**config.mk**
```make
export PLATFORM = sky130hd
export DESIGN_NAME = uart_debug_rx
export DESIGN_NICKNAME = d
export VERILOG_FILES = /design/src/rtl/uart_debug_rx.sv
export SDC_FILE = /design/constraint.sdc
export NUM_CORES = 1
export LEC_CHECK = 0
export BUFFER_PORTS_ARGS = -buffer_cell sky130_fd_sc_hd__buf_4
export CAP_MARGIN = 20
export CORE_ASPECT_RATIO = 1.1
export CORE_MARGIN = 10
export CORE_UTILIZATION = 52
export CTS_CLUSTER_SIZE = 10
export DETAILED_ROUTE_END_ITERATION = 12
export PLACE_DENSITY = 0.85
export SLEW_MARGIN = 20
export SYNTH_ARGS = -nofsm -noshare
export SYNTH_HDL_FRONTEND = slang
export SYNTH_SLANG_ARGS = --single-unit
```
**constraint.sdc**
```tcl
create_clock -name clk -period 1.9 [get_ports clk]
set_input_delay 0 -clock clk [delete_from_list [all_inputs] [get_ports clk]]
set_output_delay 0 -clock clk [all_outputs]
set_load 0.02 [all_outputs]
```
**src/rtl/uart_debug_rx.sv**
```systemverilog
// Debug-UART receiver: 8N1 deserialiser plus an ASCII step/reset/inject command decoder.
// Define UART_DEBUG_RX_PARITY_EN to receive 8E1 frames with even-parity checking.
module uart_debug_rx #(
    parameter int CLK_HZ = 50_000_000,
    parameter int BAUD   = 115_200,
    parameter int N      = 4
) (
    input  logic         clk,
    input  logic         reset_n,
    input  logic         uart_rx,
    output logic [7:0]   rx_byte,
    output logic         rx_valid,
    output logic         frame_err,
    output logic         step_req,
    output logic         reset_req,
    output logic [N-1:0] inj_data,
    output logic         inj_valid,
    output logic         cmd_err
);
    localparam int CLKS_PER_BIT = CLK_HZ / BAUD;
    localparam int HALF_BIT     = CLKS_PER_BIT / 2;
    localparam int CW           = $clog2(CLKS_PER_BIT + 1);
    localparam int NW           = (N > 4) ? N : 4;
    localparam logic [CW-1:0] BIT_LAST  = CW'(CLKS_PER_BIT - 1);
    localparam logic [CW-1:0] HALF_LAST = CW'(HALF_BIT - 1);

    typedef enum logic [2:0] {
        RX_IDLE, RX_START, RX_DATA, RX_PARITY, RX_STOP, RX_BREAK
    } rx_state_t;

    typedef enum logic {CMD_IDLE, CMD_WAIT_HEX} cmd_state_t;

    logic [1:0]    rx_sync;
    logic          rx_s;
    logic          rx_prev;
    rx_state_t     rx_state;
    logic [CW-1:0] cnt;
    logic [2:0]    bit_idx;
    logic [7:0]    shreg;
`ifdef UART_DEBUG_RX_PARITY_EN
    logic          par_bad;
`endif
    cmd_state_t    cmd_state;
    logic [3:0]    nib;
    logic          nib_ok;
    logic [NW-1:0] nib_w;

    // Synchroniser resets to the idle level so reset never fabricates a start edge.
    always_ff @(posedge clk) begin
        if (!reset_n) begin
            rx_sync <= 2'b11;
            rx_prev <= 1'b1;
        end else begin
            // NOTE: sequential state uses non-blocking assignments so every flop samples pre-edge values.
            rx_sync <= {rx_sync[0], uart_rx};
            rx_prev <= rx_sync[1];
        end
    end

    assign rx_s = rx_sync[1];

    always_ff @(posedge clk) begin
        if (!reset_n) begin
            rx_state  <= RX_IDLE;
            cnt       <= '0;
            bit_idx   <= '0;
            shreg     <= '0;
            rx_byte   <= '0;
            rx_valid  <= 1'b0;
            frame_err <= 1'b0;
`ifdef UART_DEBUG_RX_PARITY_EN
            par_bad   <= 1'b0;
`endif
        end else begin
            rx_valid  <= 1'b0;
            frame_err <= 1'b0;
            case (rx_state)
                RX_IDLE: begin
                    if (rx_prev && !rx_s) begin
                        rx_state <= RX_START;
                        cnt      <= '0;
                    end
                end
                RX_START: begin
                    if (cnt == HALF_LAST) begin
                        cnt      <= '0;
                        bit_idx  <= '0;
                        rx_state <= rx_s ? RX_IDLE : RX_DATA;
                    end else begin
                        cnt <= cnt + CW'(1);
                    end
                end
                RX_DATA: begin
                    if (cnt == BIT_LAST) begin
                        cnt     <= '0;
                        shreg   <= {rx_s, shreg[7:1]};
                        bit_idx <= bit_idx + 3'd1;
                        if (bit_idx == 3'd7) begin
`ifdef UART_DEBUG_RX_PARITY_EN
                            rx_state <= RX_PARITY;
`else
                            rx_state <= RX_STOP;
`endif
                        end
                    end else begin
                        cnt <= cnt + CW'(1);
                    end
                end
`ifdef UART_DEBUG_RX_PARITY_EN
                RX_PARITY: begin
                    if (cnt == BIT_LAST) begin
                        cnt      <= '0;
                        par_bad  <= ^{shreg, rx_s};
                        rx_state <= RX_STOP;
                    end else begin
                        cnt <= cnt + CW'(1);
                    end
                end
`endif
                RX_STOP: begin
                    if (cnt == BIT_LAST) begin
                        cnt <= '0;
                        if (!rx_s) begin
                            frame_err <= 1'b1;
                            rx_state  <= RX_BREAK;
`ifdef UART_DEBUG_RX_PARITY_EN
                        end else if (par_bad) begin
                            frame_err <= 1'b1;
                            rx_state  <= RX_IDLE;
`endif
                        end else begin
                            rx_byte  <= shreg;
                            rx_valid <= 1'b1;
                            rx_state <= RX_IDLE;
                        end
                    end else begin
                        cnt <= cnt + CW'(1);
                    end
                end
                RX_BREAK: begin
                    if (rx_s) rx_state <= RX_IDLE;
                end
                default: rx_state <= RX_IDLE;
            endcase
        end
    end

    // Hex digit decode of the byte currently presented with rx_valid.
    always_comb begin
        // NOTE: every always_comb output gets a default first so no latch is inferred.
        nib    = 4'd0;
        nib_ok = 1'b0;
        if (rx_byte >= "0" && rx_byte <= "9") begin
            nib    = 4'(rx_byte - 8'd48);
            nib_ok = 1'b1;
        end else if (rx_byte >= "A" && rx_byte <= "F") begin
            nib    = 4'(rx_byte - 8'd55);
            nib_ok = 1'b1;
        end else if (rx_byte >= "a" && rx_byte <= "f") begin
            nib    = 4'(rx_byte - 8'd87);
            nib_ok = 1'b1;
        end
    end

    assign nib_w = NW'(nib);

    always_ff @(posedge clk) begin
        if (!reset_n) begin
            cmd_state <= CMD_IDLE;
            step_req  <= 1'b0;
            reset_req <= 1'b0;
            inj_valid <= 1'b0;
            cmd_err   <= 1'b0;
            inj_data  <= '0;
        end else begin
            step_req  <= 1'b0;
            reset_req <= 1'b0;
            inj_valid <= 1'b0;
            cmd_err   <= 1'b0;
            if (rx_valid) begin
                if (cmd_state == CMD_WAIT_HEX) begin
                    cmd_state <= CMD_IDLE;
                    if (nib_ok) begin
                        inj_data  <= nib_w[N-1:0];
                        inj_valid <= 1'b1;
                    end else begin
                        cmd_err <= 1'b1;
                    end
                end else begin
                    case (rx_byte)
                        "S", "s":            step_req  <= 1'b1;
                        "R", "r":            reset_req <= 1'b1;
                        "D", "d":            cmd_state <= CMD_WAIT_HEX;
                        8'h0D, 8'h0A, 8'h20: begin end
                        default:             cmd_err   <= 1'b1;
                    endcase
                end
            end else if (frame_err && cmd_state == CMD_WAIT_HEX) begin
                // A corrupted operand byte aborts the pending data command.
                cmd_err   <= 1'b1;
                cmd_state <= CMD_IDLE;
            end
        end
    end

endmodule
```
==> out/qor.json, run 1 <==
{
  "grt_antenna_before_repair": {"value": 0},
  "period_minus_slack": {"value": 1938, "unit": "ps"},
  "postSynthNetCount": {"value": 262},
  "synth_top_area_cell": {"value": "dfxtp_1"},
  "antennaDiodeCount": {"value": 0},
  "timing.critical_path.cells": {"value": "inv_2 > ha_1 > and4b_1 > and2_4 > o32ai_4 > or4_4 > o31ai_1"},
  "worstSetupEndpointType": {"value": "register"},
  "post-layout-total-power": {"value": 0.001965, "unit": "W"},
  "boundaryPins": {"value": 21},
  "ys_types": {"value": 44},
  "fin_skew": {"value": 8.785, "unit": "ps"},
  "grt_start_max_net_pins": {"value": 32},
  "synth_cells": {"value": 250},
  "first_iter_violations": {"value": 150},
  "wl_per_cell": {"value": 14.81, "unit": "microns"},
  "cts-buffers-inserted": {"value": 5},
  "layout-drive-gt1-share": {"value": 0.2363},
  "ys_ff_latch": {"value": 45},
  "nNetsFinal": {"value": 303},
  "max_vdd_drop": {"value": 432.8, "unit": "uV"},
  "num-fill-cells": {"value": 300},
  "syn_area": {"value": 2150, "unit": "sq um"},
  "placement.io_buffers": {"value": 20},
  "violated_checks": {"value": "setup timing"},
  "post_synth_most_frequent_cells": {"value": "45 x dfxtp_1, 36 x nand2_1, 24 x nor2_1"},
  "rr_worst_depth": {"value": 7},
  "ratio_of_total_power_to_cell_area": {"value": 735.3, "unit": "nW/um^2"},
  "synth.top_cell.area_share": {"value": 0.4191},
  "cts_sinks": {"value": 45},
  "route.layer.met1.wl": {"value": 2.267, "unit": "mm"},
  "clk_root_buffer_cell": {"value": "clkbuf_8"},
  "cell_with_the_biggest_individual_delay_on_the_critical_path": {"value": "or4_4"},
  "fin_util": {"value": 0.6692},
  "drt-pass1-iter-count": {"value": 4},
  "worst_setup_slack_final": {"value": -37.58, "unit": "ps"},
  "outcome": {"value": "complete, but fails checks"},
  "cts_tree": {"value": "built"},
  "power_report.internal_total": {"value": 0.001386, "unit": "W"},
  "combPwrFrac": {"value": 0.182},
  "sequentialPowerShare": {"value": 0.512},
  "postSynth.topFlopCell": {"value": "dfxtp_1"},
  "wl_met3": {"value": 289, "unit": "microns"},
  "timing.critical_path.fanout_max": {"value": 4},
  "effective_utilization_at_floorplan": {"value": 0.5382},
  "grt_first_pass_wirelength": {"value": 8.418, "unit": "mm"},
  "area_growth_syn_to_layout": {"value": 24.33, "unit": "%"},
  "synth.most_common_cell": {"value": "dfxtp_1"},
  "via_per_inst": {"value": 5.718},
  "grt_setup_unrepaired": {"value": "yes"},
  "clock_path_buffers": {"value": 2},
  "synth_edf_count": {"value": 0},
  "dr_total_vias": {"value": 1967},
  "cap_violations": {"value": 0},
  "detail_route.drc_violations": {"value": 0},
  "timing.final.max_slew_violations": {"value": 0},
  "crit_required": {"value": 2120, "unit": "ps"},
  "hpwl": {"value": 3.351, "unit": "mm"},
  "crit_path_max_incr_delay": {"value": 580, "unit": "ps"},
  "htree_num_levels": {"value": 2},
  "number_of_warning_messages_in_the_yosys_log": {"value": 0},
  "start_kind": {"value": "register"},
  "async_reset_ff_frac": {"value": 0},
  "avgSynthCellArea": {"value": 8.598, "unit": "sq um"},
  "multiInputGateArea": {"value": 1226, "unit": "sq um"},
  "die_height": {"value": 87.43, "unit": "microns"},
  "hold_viol_final": {"value": 0},
  "synthTopCellsByArea": {"value": "dfxtp_1 42%, nand2_1 6.3%, ha_1 5.2%"},
  "number_of_global_route_vias_before_repair": {"value": 1850},
  "final_antenna_net_count": {"value": 0},
  "detail_route.wirelength": {"value": 5.093, "unit": "mm"},
  "place.gp.congestion": {"value": 0.8626},
  "timing.setup.critical_path_class": {"value": "reg -> reg"},
  "worst_setup_hold_path_clk_slew": {"value": 80, "unit": "ps"},
  "globalRoute.totalOverflow": {"value": 0},
  "power.share.clock": {"value": 0.307},
  "seq_area": {"value": 904.6, "unit": "sq um"},
  "timing_worst_slew_pin_value": {"value": 616.1, "unit": "ps"},
  "clock_latency": {"value": 310, "unit": "ps"},
  "reg2reg_slack": {"value": -40, "unit": "ps"},
  "synth_seq_area_share": {"value": 0.4191},
  "power.net_switching": {"value": 0.0005794, "unit": "W"},
  "setup_viol": {"value": 1},
  "topRoutingLayerUsed": {"value": "met4"},
  "die_width": {"value": 81.30, "unit": "microns"},
  "dieArea": {"value": 7108, "unit": "sq um"},
  "grt_util_all_layers": {"value": 0.1472},
  "achievable-frequency": {"value": 516.1, "unit": "MHz"},
  "cp.arrival": {"value": 2160, "unit": "ps"},
  "hold_class": {"value": "reg -> reg"},
  "finalCritPeriodShare": {"value": 1.020},
  "number_of_cells_on_the_worst_hold_path": {"value": 1},
  "met2WireLength": {"value": 2.432, "unit": "mm"},
  "timing.max_slew.rel_slack": {"value": 0.5786},
  "switching_share": {"value": 0.2948},
  "cellLeakagePower": {"value": 1.079, "unit": "nW"},
  "floorplan.rows": {"value": 24},
  "floorplan.core_area": {"value": 3994, "unit": "sq um"}
}
[power groups by stage]
stage	sequential [W]	combinational [W]	clock [W]
3_3_place_gp	0.00102	0.000310	0
2_1_floorplan	0.000998	0.000242	0
3_5_place_dp	0.00102	0.000316	0
5_1_grt	0.00101	0.000388	0.000649
6_report	0.00101	0.000358	0.000602
4_1_cts	0.00100	0.000322	0.000611
[final cells by class]
type | count | area share
clock inverter | 3 | 0.007959
inverter | 9 | 0.01264
clock buffer | 5 | 0.02575
timing repair buffer | 46 | 0.1320
tap | 52 | 0.02434
sequential | 45 | 0.3385
multi-input combinational | 184 | 0.4588
[cells in the final DEF (no fill, tap or decap), types with 2 or more instances in the layout]
cell type	instances
or2_2	2
and2_1	3
dfxtp_2	3
ha_1	8
nor3b_1	2
nor2b_1	2
o211ai_1	4
mux2i_1	10
clkbuf_8	5
nor2_1	24
nor3_1	4
o21ai_0	8
and3_1	2
nand3b_1	6
inv_2	2
nand4_1	7
nand3_1	11
and4b_1	2
nand4bb_1	3
buf_4	43
nand2_1	35
nand2b_1	3
inv_1	7
dlygate4sd3_1	3
a21oi_1	16
dfxtp_1	42
a31oi_1	6
[path summary, 6_finish.rpt]
kind,start,end
worst max register to register,cnt[1],rx_state[1]
worst min register to register,rx_sync[0],rx_sync[1]
worst min-delay path,rx_sync[0],rx_sync[1]
worst max-delay path,cnt[1],rx_state[1]
[per-layer routing]
| layer | track usage | vias up |
|---|---|---|
| li1 | - | 970 |
| met1 | 0.1819 | 925 |
| met2 | 0.2265 | 61 |
| met3 | 0.04339 | 11 |
| met4 | 0.07087 | 0 |
| met5 | 0 | - |
[flip-flops by register name, indices dropped and copies added (netlist names), 2 cells and up]
signal,flops
shreg,8
rx_sync,2
inj_data,4
rx_byte,8
bit_idx,3
rx_state,3
cnt,9
[worst max-delay path: cells and delay by family (launching register included)]
| kind | cells | cell delay [ps] |
|---|---|---|
| DFF | 1 | 330 |
| AOI/OAI and AO/OA | 2 | 330 |
| and+or+nand+nor | 3 | 990 |
| adders and majority gates | 1 | 130 |
| buffers and inverters | 1 | 70 |
[stage by stage]
stage | instances | worst slack (ps) | TNS (ps) | instance area (sq um) | hold slack [ps]
2_1_floorplan | 250 | 19.57 | 0 | 2152 | 73.04
3_3_place_gp | 328 | 30.81 | 0 | 2454 | 190.3
3_5_place_dp | 328 | -34.34 | -40.72 | 2454 | 193.0
4_1_cts | 341 | 20.29 | 0 | 2594 | 418.8
5_1_grt | 344 | -104.1 | -284.3 | 2673 | 436.5
6_report | 344 | -37.58 | -37.58 | 2673 | 417.4
[repair_timing]
action                     4_1_cts  5_1_grt
hold buffers                     3        0
pin swaps                        2        7
setup buffers                    2        3
gates cloned                     0        0
hold endpoints to repair         2        0
resized for setup                3       12
setup endpoints to repair        6       14
[cells by family (layout without fill, tap and decap cells)]
group / count (synthesis) / in the layout / synth area share
and+or+nand+nor: 115 / 115 / 0.2899
muxes: 10 / 10 / 0.04657
xor gates and xnor gates: 2 / 2 / 0.008150
AOI/OAI and AO/OA: 47 / 47 / 0.1409
DFF: 45 / 45 / 0.4191
adders and majority gates: 10 / 10 / 0.05704
buffers and inverters: 21 / 63 / 0.03841
No activity file was read; power rests on OpenSTA's default activity.
==> run 2, diff against run 1 <==
Settings changed: BUFFER_PORTS_ARGS -buffer_cell sky130_fd_sc_hd__buf_4 to unset, CORE_UTILIZATION 52 to 56, DONT_BUFFER_PORTS set to 1.
==> out/qor.json, run 2 (synthesis gave the netlist of run 1 again) <==
{
  "cell_with_the_biggest_individual_delay_on_the_critical_path": {"value": "or4_4"},
  "period_minus_slack": {"value": 1890, "unit": "ps", "change": "-47.29 ps"},
  "timing.critical_path.cells": {"value": "nand3b_1 > nor4_4 > o32ai_4 > or4_4 > o31ai_2"},
  "drt-pass1-iter-count": {"value": 5, "change": "+1"},
  "critPathBufInv": {"value": 0, "change": "-1"},
  "final_antenna_net_count": {"value": 0, "change": "unchanged"},
  "grt_antenna_before_repair": {"value": 0, "change": "unchanged"},
  "die_width": {"value": 79.07, "unit": "microns", "change": "-2.7%"},
  "hpwl": {"value": 3.392, "unit": "mm", "change": "+1.2%"},
  "outcome": {"value": "complete, no violations"},
  "globalRoute.totalOverflow": {"value": 0, "change": "unchanged"},
  "wl_per_cell": {"value": 15.62, "unit": "microns", "change": "+5.5%"},
  "grt_setup_unrepaired": {"value": "yes"},
  "dr_total_vias": {"value": 1919, "change": "-2.4%"},
  "hold_class": {"value": "in -> reg"},
  "achievable-frequency": {"value": 529.0, "unit": "MHz", "change": "+2.5%"},
  "floorplan.core_area": {"value": 3684, "unit": "sq um", "change": "-7.8%"},
  "ratio_of_total_power_to_cell_area": {"value": 815.8, "unit": "nW/um^2", "change": "+11%"},
  "cap_violations": {"value": 0, "change": "unchanged"},
  "start_kind": {"value": "register"},
  "worst_setup_hold_path_clk_slew": {"value": 80, "unit": "ps", "change": "about the same"},
  "area_growth_syn_to_layout": {"value": 18.39, "unit": "%"},
  "worst_setup_slack_final": {"value": 9.717, "unit": "ps", "change": "+47.29 ps"},
  "fin_skew": {"value": 10.32, "unit": "ps", "change": "+1.533 ps"},
  "regToRegStartpoint": {"value": "cnt[8]"},
  "post-layout-total-power": {"value": 0.002076, "unit": "W", "change": "+5.7%"},
  "worstSetupPathDepth": {"value": 5, "change": "-2"},
  "setup_viol": {"value": 0, "change": "-1"},
  "hold_viol_final": {"value": 0, "change": "unchanged"},
  "number_of_global_route_vias_before_repair": {"value": 1800, "change": "-2.7%"},
  "detail_route.wirelength": {"value": 5.109, "unit": "mm", "change": "+0.31%"},
  "cp.arrival": {"value": 2110, "unit": "ps", "change": "-50 ps"},
  "clock_latency": {"value": 300, "unit": "ps", "change": "about the same"},
  "effective_utilization_at_floorplan": {"value": 0.5836, "change": "+0.04534"},
  "cellLeakagePower": {"value": 1.011, "unit": "nW", "change": "-6.3%"},
  "critPathCapture": {"value": "rx_state[1]"},
  "reg2reg_slack": {"value": 10, "unit": "ps", "change": "+50 ps"},
  "antennaDiodeCount": {"value": 0, "change": "unchanged"},
  "timing.setup.tns": {"value": 0, "unit": "ps", "change": "+37.58 ps"},
  "num-fill-cells": {"value": 292, "change": "-2.7%"},
  "finalCritPeriodShare": {"value": 0.9949, "change": "-0.02489"},
  "timing.critical_path.fanout_max": {"value": 5, "change": "+1"},
  "clk_root_buffer_cell": {"value": "clkbuf_8"},
  "timing.final.max_slew_violations": {"value": 0, "change": "unchanged"},
  "layout-drive-gt1-share": {"value": 0.2022, "change": "-0.03414"},
  "die_height": {"value": 84.98, "unit": "microns", "change": "-2.8%"},
  "final_common_cell": {"value": "dfxtp_1"},
  "max_flop_register": {"value": "cnt"},
  "worstSetupEndpointType": {"value": "register"},
  "top_cell_family_by_delay_on_the_critical_path": {"value": "simple AND/OR/NAND/NOR gates"},
  "htree_num_levels": {"value": 2, "change": "unchanged"},
  "fin_util": {"value": 0.6909, "change": "+0.02172"},
  "timing.setup.critical_path_class": {"value": "reg -> reg"},
  "timing_worst_slew_pin_value": {"value": 700.2, "unit": "ps", "change": "+84.09 ps"},
  "place.gp.congestion": {"value": 0.8794, "change": "+1.9%"},
  "clock_path_buffers": {"value": 2, "change": "unchanged"},
  "worst_hold_slack": {"value": 344.5, "unit": "ps", "change": "-72.86 ps"},
  "largest_register_ffs": {"value": 9, "change": "unchanged"},
  "placement.io_buffers": {"value": 0, "change": "-100%"},
  "floorplan.rows": {"value": 23, "change": "-4.2%"},
  "detail_route.drc_violations": {"value": 0, "change": "unchanged"},
  "nNetsFinal": {"value": 288, "change": "-5.0%"},
  "number_of_cells_on_the_worst_hold_path": {"value": 2, "change": "+1"},
  "cts-buffers-inserted": {"value": 5, "change": "unchanged"},
  "startpoint": {"value": "cnt[8]"},
  "boundaryPins": {"value": 21, "change": "unchanged"},
  "crit_path_max_incr_delay": {"value": 570, "unit": "ps", "change": "about the same"},
  "rr_worst_depth": {"value": 5, "change": "-2"},
  "grt_first_pass_wirelength": {"value": 8.286, "unit": "mm", "change": "-1.6%"},
  "via_per_inst": {"value": 5.869, "change": "+2.6%"},
  "grt_start_max_net_pins": {"value": 32, "change": "unchanged"},
  "grt_util_all_layers": {"value": 0.1467, "change": "-0.0004390"},
  "dp_worst_setup_slack": {"value": -63.62, "unit": "ps", "change": "-29.28 ps"},
  "largestRegisters": {"value": "cnt: 9 flops, rx_byte: 8 flops, shreg: 8 flops"},
  "layout_common_cells": {"value": "38 x dfxtp_1, 36 x nand2_1, 29 x buf_4"},
  "max_vdd_drop": {"value": 736.3, "unit": "uV", "change": "+70%"},
  "dieArea": {"value": 6719, "unit": "sq um", "change": "-5.5%"},
  "cts_sinks": {"value": 45, "change": "unchanged"},
  "timing.max_slew.rel_slack": {"value": 0.5211, "change": "-0.05751"},
  "crit_required": {"value": 2120, "unit": "ps", "change": "about the same"},
  "r2r-end": {"value": "rx_state[1]"},
  "cts_tree": {"value": "built"},
  "first_iter_violations": {"value": 187, "change": "+25%"}
}
-- run 2: cell count changes in the layout (fill, tap and decap cells not counted), sizes merged --
cell         delta
clkinvlp        -1
clkbuf          +1
inv             -1
dlygate4sd3     -1
buf            -14
bufinv          +1
-- run 2: worst min path at each step --
| stage | from | endpoint | slack [ps] |
|---|---|---|---|
| after floorplan | reset_n | rx_sync[1] | 70 |
| after global placement | reset_n | rx_sync[0] | 80 |
| after detailed placement | reset_n | rx_sync[0] | 80 |
| after CTS | uart_rx | rx_sync[0] | 340 |
| after global routing | uart_rx | rx_sync[0] | 370 |
| final | uart_rx | rx_sync[0] | 340 |
-- run 2: layout make-up --
class,instances,area (sq um),share of cell area
Inverter,9,33.78,0.01327
Tap cell,50,62.56,0.02458
Clock inverter,2,38.79,0.01524
Sequential cell,45,912.1,0.3584
Clock buffer,6,72.57,0.02852
Multi-Input combinational cell,184,1187,0.4666
Timing Repair Buffer,31,237.7,0.09341
-- run 2: per-stage QoR --
step,cell area (sq um),cells
global route,2545,327
global placement,2346,312
detailed placement,2346,312
CTS,2495,324
floorplan,2152,250
finish,2545,327
-- run 2: routing by layer --
| layer | GRT usage | vias to the layer above | wire (microns) |
|---|---|---|---|
| met5 | 0 | - | 0 |
| met4 | 0.05873 | 0 | 111 |
| met3 | 0.04008 | 15 | 266 |
| met2 | 0.2494 | 50 | 2546 |
| met1 | 0.1687 | 915 | 2184 |
| li1 | - | 939 | - |
-- run 2: repair_timing --
item / in CTS / in global routing
setup endpoints to repair: 3 / 25
gates resized for setup: 2 / 12
buffers inserted: 2 / 3
pin swaps: 3 / 3
hold buffers: 2 / 0
hold endpoints to repair: 14 / 0
-- run 2: worst register-to-register path, delay by kind of cell, from the launching register on --
| kind | cells | cell delay, ps |
|---|---|---|
| AOI/OAI and AO/OA | 2 | 350 |
| DFF | 1 | 340 |
| and+or+nand+nor | 3 | 1120 |
-- run 2: power breakdown --
part | total (W) | leakage, nW | switching [W] | internal [W]
clock network | 0.000723 | 0.0554 | 0.000329 | 0.000395
logic | 0.000339 | 0.589 | 0.000195 | 0.000143
registers | 0.00101 | 0.367 | 0.0000466 | 0.000967
total | 0.00208 | 1.01 | 0.000570 | 0.00151
==> run 3, diff against run 2 <==
Settings changed: ABC_AREA set to 1.
==> out/qor.json, run 3 <==
{
  "outcome": {"value": "complete, no violations"},
  "synth_edf_count": {"value": 0, "change": "unchanged"},
  "post_synth_most_frequent_cells": {"value": "94 x nand2_1, 50 x nor2_1, 45 x dfxtp_1"},
  "timing_worst_slew_pin_value": {"value": 843.8, "unit": "ps", "change": "+143.6 ps"},
  "startpoint": {"value": "rx_byte[0]"},
  "post-layout-total-power": {"value": 0.002699, "unit": "W", "change": "+30%"},
  "cellLeakagePower": {"value": 1.080, "unit": "nW", "change": "+6.8%"},
  "crit_path_max_incr_delay": {"value": 330, "unit": "ps", "change": "-240 ps"},
  "r2r-end": {"value": "inj_data[0]"},
  "fin_skew": {"value": 9.806, "unit": "ps", "change": "-0.5117 ps"},
  "setup_viol": {"value": 0, "change": "unchanged"},
  "layout_common_cells": {"value": "94 x nand2_1, 50 x nor2_1, 45 x dfxtp_1"},
  "grt_start_max_net_pins": {"value": 23, "change": "-28%"},
  "clock_latency": {"value": 310, "unit": "ps", "change": "about the same"},
  "timing.setup.tns": {"value": 0, "unit": "ps", "change": "unchanged"},
  "via_per_inst": {"value": 5.284, "change": "-10%"},
  "ys_types": {"value": 30, "change": "-32%"},
  "cap_violations": {"value": 0, "change": "unchanged"},
  "area_growth_syn_to_layout": {"value": 7.273, "unit": "%"},
  "place.gp.congestion": {"value": 0.8464, "change": "-3.8%"},
  "worstSetupEndpointType": {"value": "register"},
  "clk_root_buffer_cell": {"value": "clkbuf_8"},
  "synth_top_area_cell": {"value": "dfxtp_1"},
  "syn_area": {"value": 2340, "unit": "sq um", "change": "+8.8%"},
  "clock_path_buffers": {"value": 2, "change": "unchanged"},
  "number_of_cells_on_the_worst_hold_path": {"value": 2, "change": "unchanged"},
  "ratio_of_total_power_to_cell_area": {"value": 1075, "unit": "nW/um^2", "change": "+32%"},
  "grt_util_all_layers": {"value": 0.1530, "change": "+0.006267"},
  "achievable-frequency": {"value": 592.9, "unit": "MHz", "change": "+12%"},
  "num-fill-cells": {"value": 349, "change": "+20%"},
  "hold_class": {"value": "in -> reg"},
  "cell_occurring_most_often_along_the_worst_timing_path": {"value": "nand2_1"},
  "period_minus_slack": {"value": 1687, "unit": "ps", "change": "-203.5 ps"},
  "hold_viol_final": {"value": 0, "change": "unchanged"},
  "number_of_global_route_vias_before_repair": {"value": 1947, "change": "+8.2%"},
  "die_height": {"value": 87.80, "unit": "microns", "change": "+3.3%"},
  "max_flop_register": {"value": "cnt"},
  "instance_area_after_placement": {"value": 2402, "unit": "sq um", "change": "+2.4%"},
  "worst_hold_startpoint": {"value": "reset_n"},
  "cts_sinks": {"value": 45, "change": "unchanged"},
  "synth_cells": {"value": 335, "change": "+34%"},
  "finalInstanceArea": {"value": 2510, "unit": "sq um", "change": "-1.4%"},
  "boundaryPins": {"value": 21, "change": "unchanged"},
  "timing.critical_path.fanout_max": {"value": 8, "change": "+3"},
  "synthTopCellsByArea": {"value": "dfxtp_1 39%, nand2_1 15%, nor2_1 8.0%"},
  "cp.arrival": {"value": 1930, "unit": "ps", "change": "-180 ps"},
  "timing.setup.critical_path_class": {"value": "reg -> reg"},
  "die_width": {"value": 81.63, "unit": "microns", "change": "+3.2%"},
  "hold_path_end": {"value": "cmd_state"},
  "placement.io_buffers": {"value": 0, "change": "unchanged"},
  "htree_num_levels": {"value": 2, "change": "unchanged"},
  "effective_utilization_at_floorplan": {"value": 0.5858, "change": "+0.002280"},
  "dr_total_vias": {"value": 2087, "change": "+8.8%"},
  "postSynthNetCount": {"value": 347, "change": "+32%"},
  "grt_setup_unrepaired": {"value": "no"},
  "post_cts_resize_count": {"value": 0, "change": "-2"},
  "largest_register_ffs": {"value": 9, "change": "unchanged"},
  "max_vdd_drop": {"value": 726.5, "unit": "uV", "change": "-1.3%"},
  "crit_required": {"value": 2150, "unit": "ps", "change": "+30 ps"},
  "postSynth.topFlopCell": {"value": "dfxtp_1"},
  "nNetsFinal": {"value": 354, "change": "+23%"},
  "final_common_cell": {"value": "nand2_1"},
  "hpwl": {"value": 3.645, "unit": "mm", "change": "+7.5%"},
  "largestRegisters": {"value": "cnt: 9 flops, rx_byte: 8 flops, shreg: 8 flops"},
  "drt-pass1-iter-count": {"value": 4, "change": "-1"},
  "avgSynthCellArea": {"value": 6.984, "unit": "sq um", "change": "-19%"},
  "finalCritPeriodShare": {"value": 0.8878, "change": "-0.1071"},
  "rr_worst_depth": {"value": 10, "change": "+5"},
  "worst_setup_hold_path_clk_slew": {"value": 90, "unit": "ps", "change": "about the same"},
  "start_kind": {"value": "register"},
  "cell_with_the_biggest_individual_delay_on_the_critical_path": {"value": "dfxtp_1"},
  "final_antenna_net_count": {"value": 0, "change": "unchanged"},
  "dieArea": {"value": 7167, "unit": "sq um", "change": "+6.7%"},
  "cts_tree": {"value": "built"},
  "ys_ff_latch": {"value": 45, "change": "unchanged"},
  "timing.max_slew.rel_slack": {"value": 0.4356, "change": "-0.08550"},
  "number_of_warning_messages_in_the_yosys_log": {"value": 0, "change": "unchanged"},
  "grt_antenna_before_repair": {"value": 0, "change": "unchanged"},
  "layout-drive-gt1-share": {"value": 0.1254, "change": "-0.07680"},
  "dp_worst_setup_slack": {"value": 271.9, "unit": "ps", "change": "+335.5 ps"},
  "cts-buffers-inserted": {"value": 5, "change": "unchanged"},
  "regToRegStartpoint": {"value": "rx_byte[0]"},
  "floorplan.core_area": {"value": 3994, "unit": "sq um", "change": "+8.4%"},
  "timing.critical_path.cells": {"value": "inv_1 > ha_1 > nor2_1 > o21ai_0 > nand2_1 > nand2_1 > nand2_1 > nand2_1 > nand2_1 > nor2_1"},
  "timing.final.max_slew_violations": {"value": 0, "change": "unchanged"},
  "globalRoute.totalOverflow": {"value": 0, "change": "unchanged"},
  "reg2reg_slack": {"value": 210, "unit": "ps", "change": "+200 ps"},
  "synth_seq_area_share": {"value": 0.3850, "change": "-0.03407"},
  "detail_route.drc_violations": {"value": 0, "change": "unchanged"},
  "worst_setup_slack_final": {"value": 213.2, "unit": "ps", "change": "+203.5 ps"},
  "first_iter_violations": {"value": 137, "change": "-27%"},
  "synth.most_common_cell": {"value": "nand2_1"},
  "wl_per_cell": {"value": 13.15, "unit": "microns", "change": "-16%"},
  "synth.top_cell.area_share": {"value": 0.3850, "change": "-0.03407"},
  "grt_first_pass_wirelength": {"value": 8.700, "unit": "mm", "change": "+5.0%"},
  "antennaDiodeCount": {"value": 0, "change": "unchanged"},
  "floorplan.rows": {"value": 24, "change": "+4.3%"},
  "detail_route.wirelength": {"value": 5.193, "unit": "mm", "change": "+1.6%"},
  "async_reset_ff_frac": {"value": 0, "change": "unchanged"}
}
## run 3: kinds of logic after synthesis
logic type      share of synthesized area
xor+xnor                         0.007488
simple gates                       0.3791
buf+inv                           0.07754
compound gates                     0.1027
flops                              0.3850
fa+ha+maj                         0.04813
## run 3: stage by stage
stage	hold slack (ps)	utilization	instances
6_report	193.9	0.6284	395
5_1_grt	220.5	0.6284	395
4_1_cts	203.7	0.6284	395
3_5_place_dp	103.5	0.6015	385
3_3_place_gp	96.29	0.6015	385
2_1_floorplan	90.83	-	335
## run 3: worst max-delay path by stage
stage / to / slack [ps] / cells past startpoint
after floorplan: inj_data[0] / 240 / 10
after global placement: rx_byte[3] / 330 / 6
after detailed placement: inj_data[0] / 270 / 10
after CTS: inj_data[0] / 220 / 10
after global routing: inj_data[0] / 7 / 10
final: inj_data[0] / 210 / 10
## run 3: timing repair
item / 4_1_cts / 5_1_grt
endpoints found under the hold margin: 25 / 0
hold buffers: 2 / 0
buffers inserted: 0 / 0
## run 3: cell type report
type / count / area (sq um) / share of cell area
inverter: 39 / 148.9 / 0.05932
clock buffer: 6 / 72.57 / 0.02891
clock inverter: 2 / 15.01 / 0.005982
multi-input combinational: 245 / 1257 / 0.5010
sequential: 45 / 900.9 / 0.3589
timing repair buffer: 6 / 50.05 / 0.01994
tap: 52 / 65.06 / 0.02592
## run 3: layer usage
metal,part of all wire,up-vias,GRT usage
li1,-,1068,-
met1,0.40,946,0.1628
met2,0.50,62,0.2696
met3,0.070,11,0.03791
met4,0.027,0,0.08359
met5,0,-,0
## run 3: power by group
| group | internal [W] | switching, W | leakage, nW |
|---|---|---|---|
| sequential | 0.00101 | 0.0000800 | 0.364 |
| clock | 0.000259 | 0.000341 | 0.0374 |
| combinational | 0.000314 | 0.000690 | 0.679 |
| total | 0.00159 | 0.00111 | 1.08 |
## run 3: critical path, delay by kind of cell, from the launching register on
family	cells	cell delay, ps
flops	1	330
compound gates	1	140
fa+ha+maj	1	230
simple gates	7	780
buf+inv	1	140
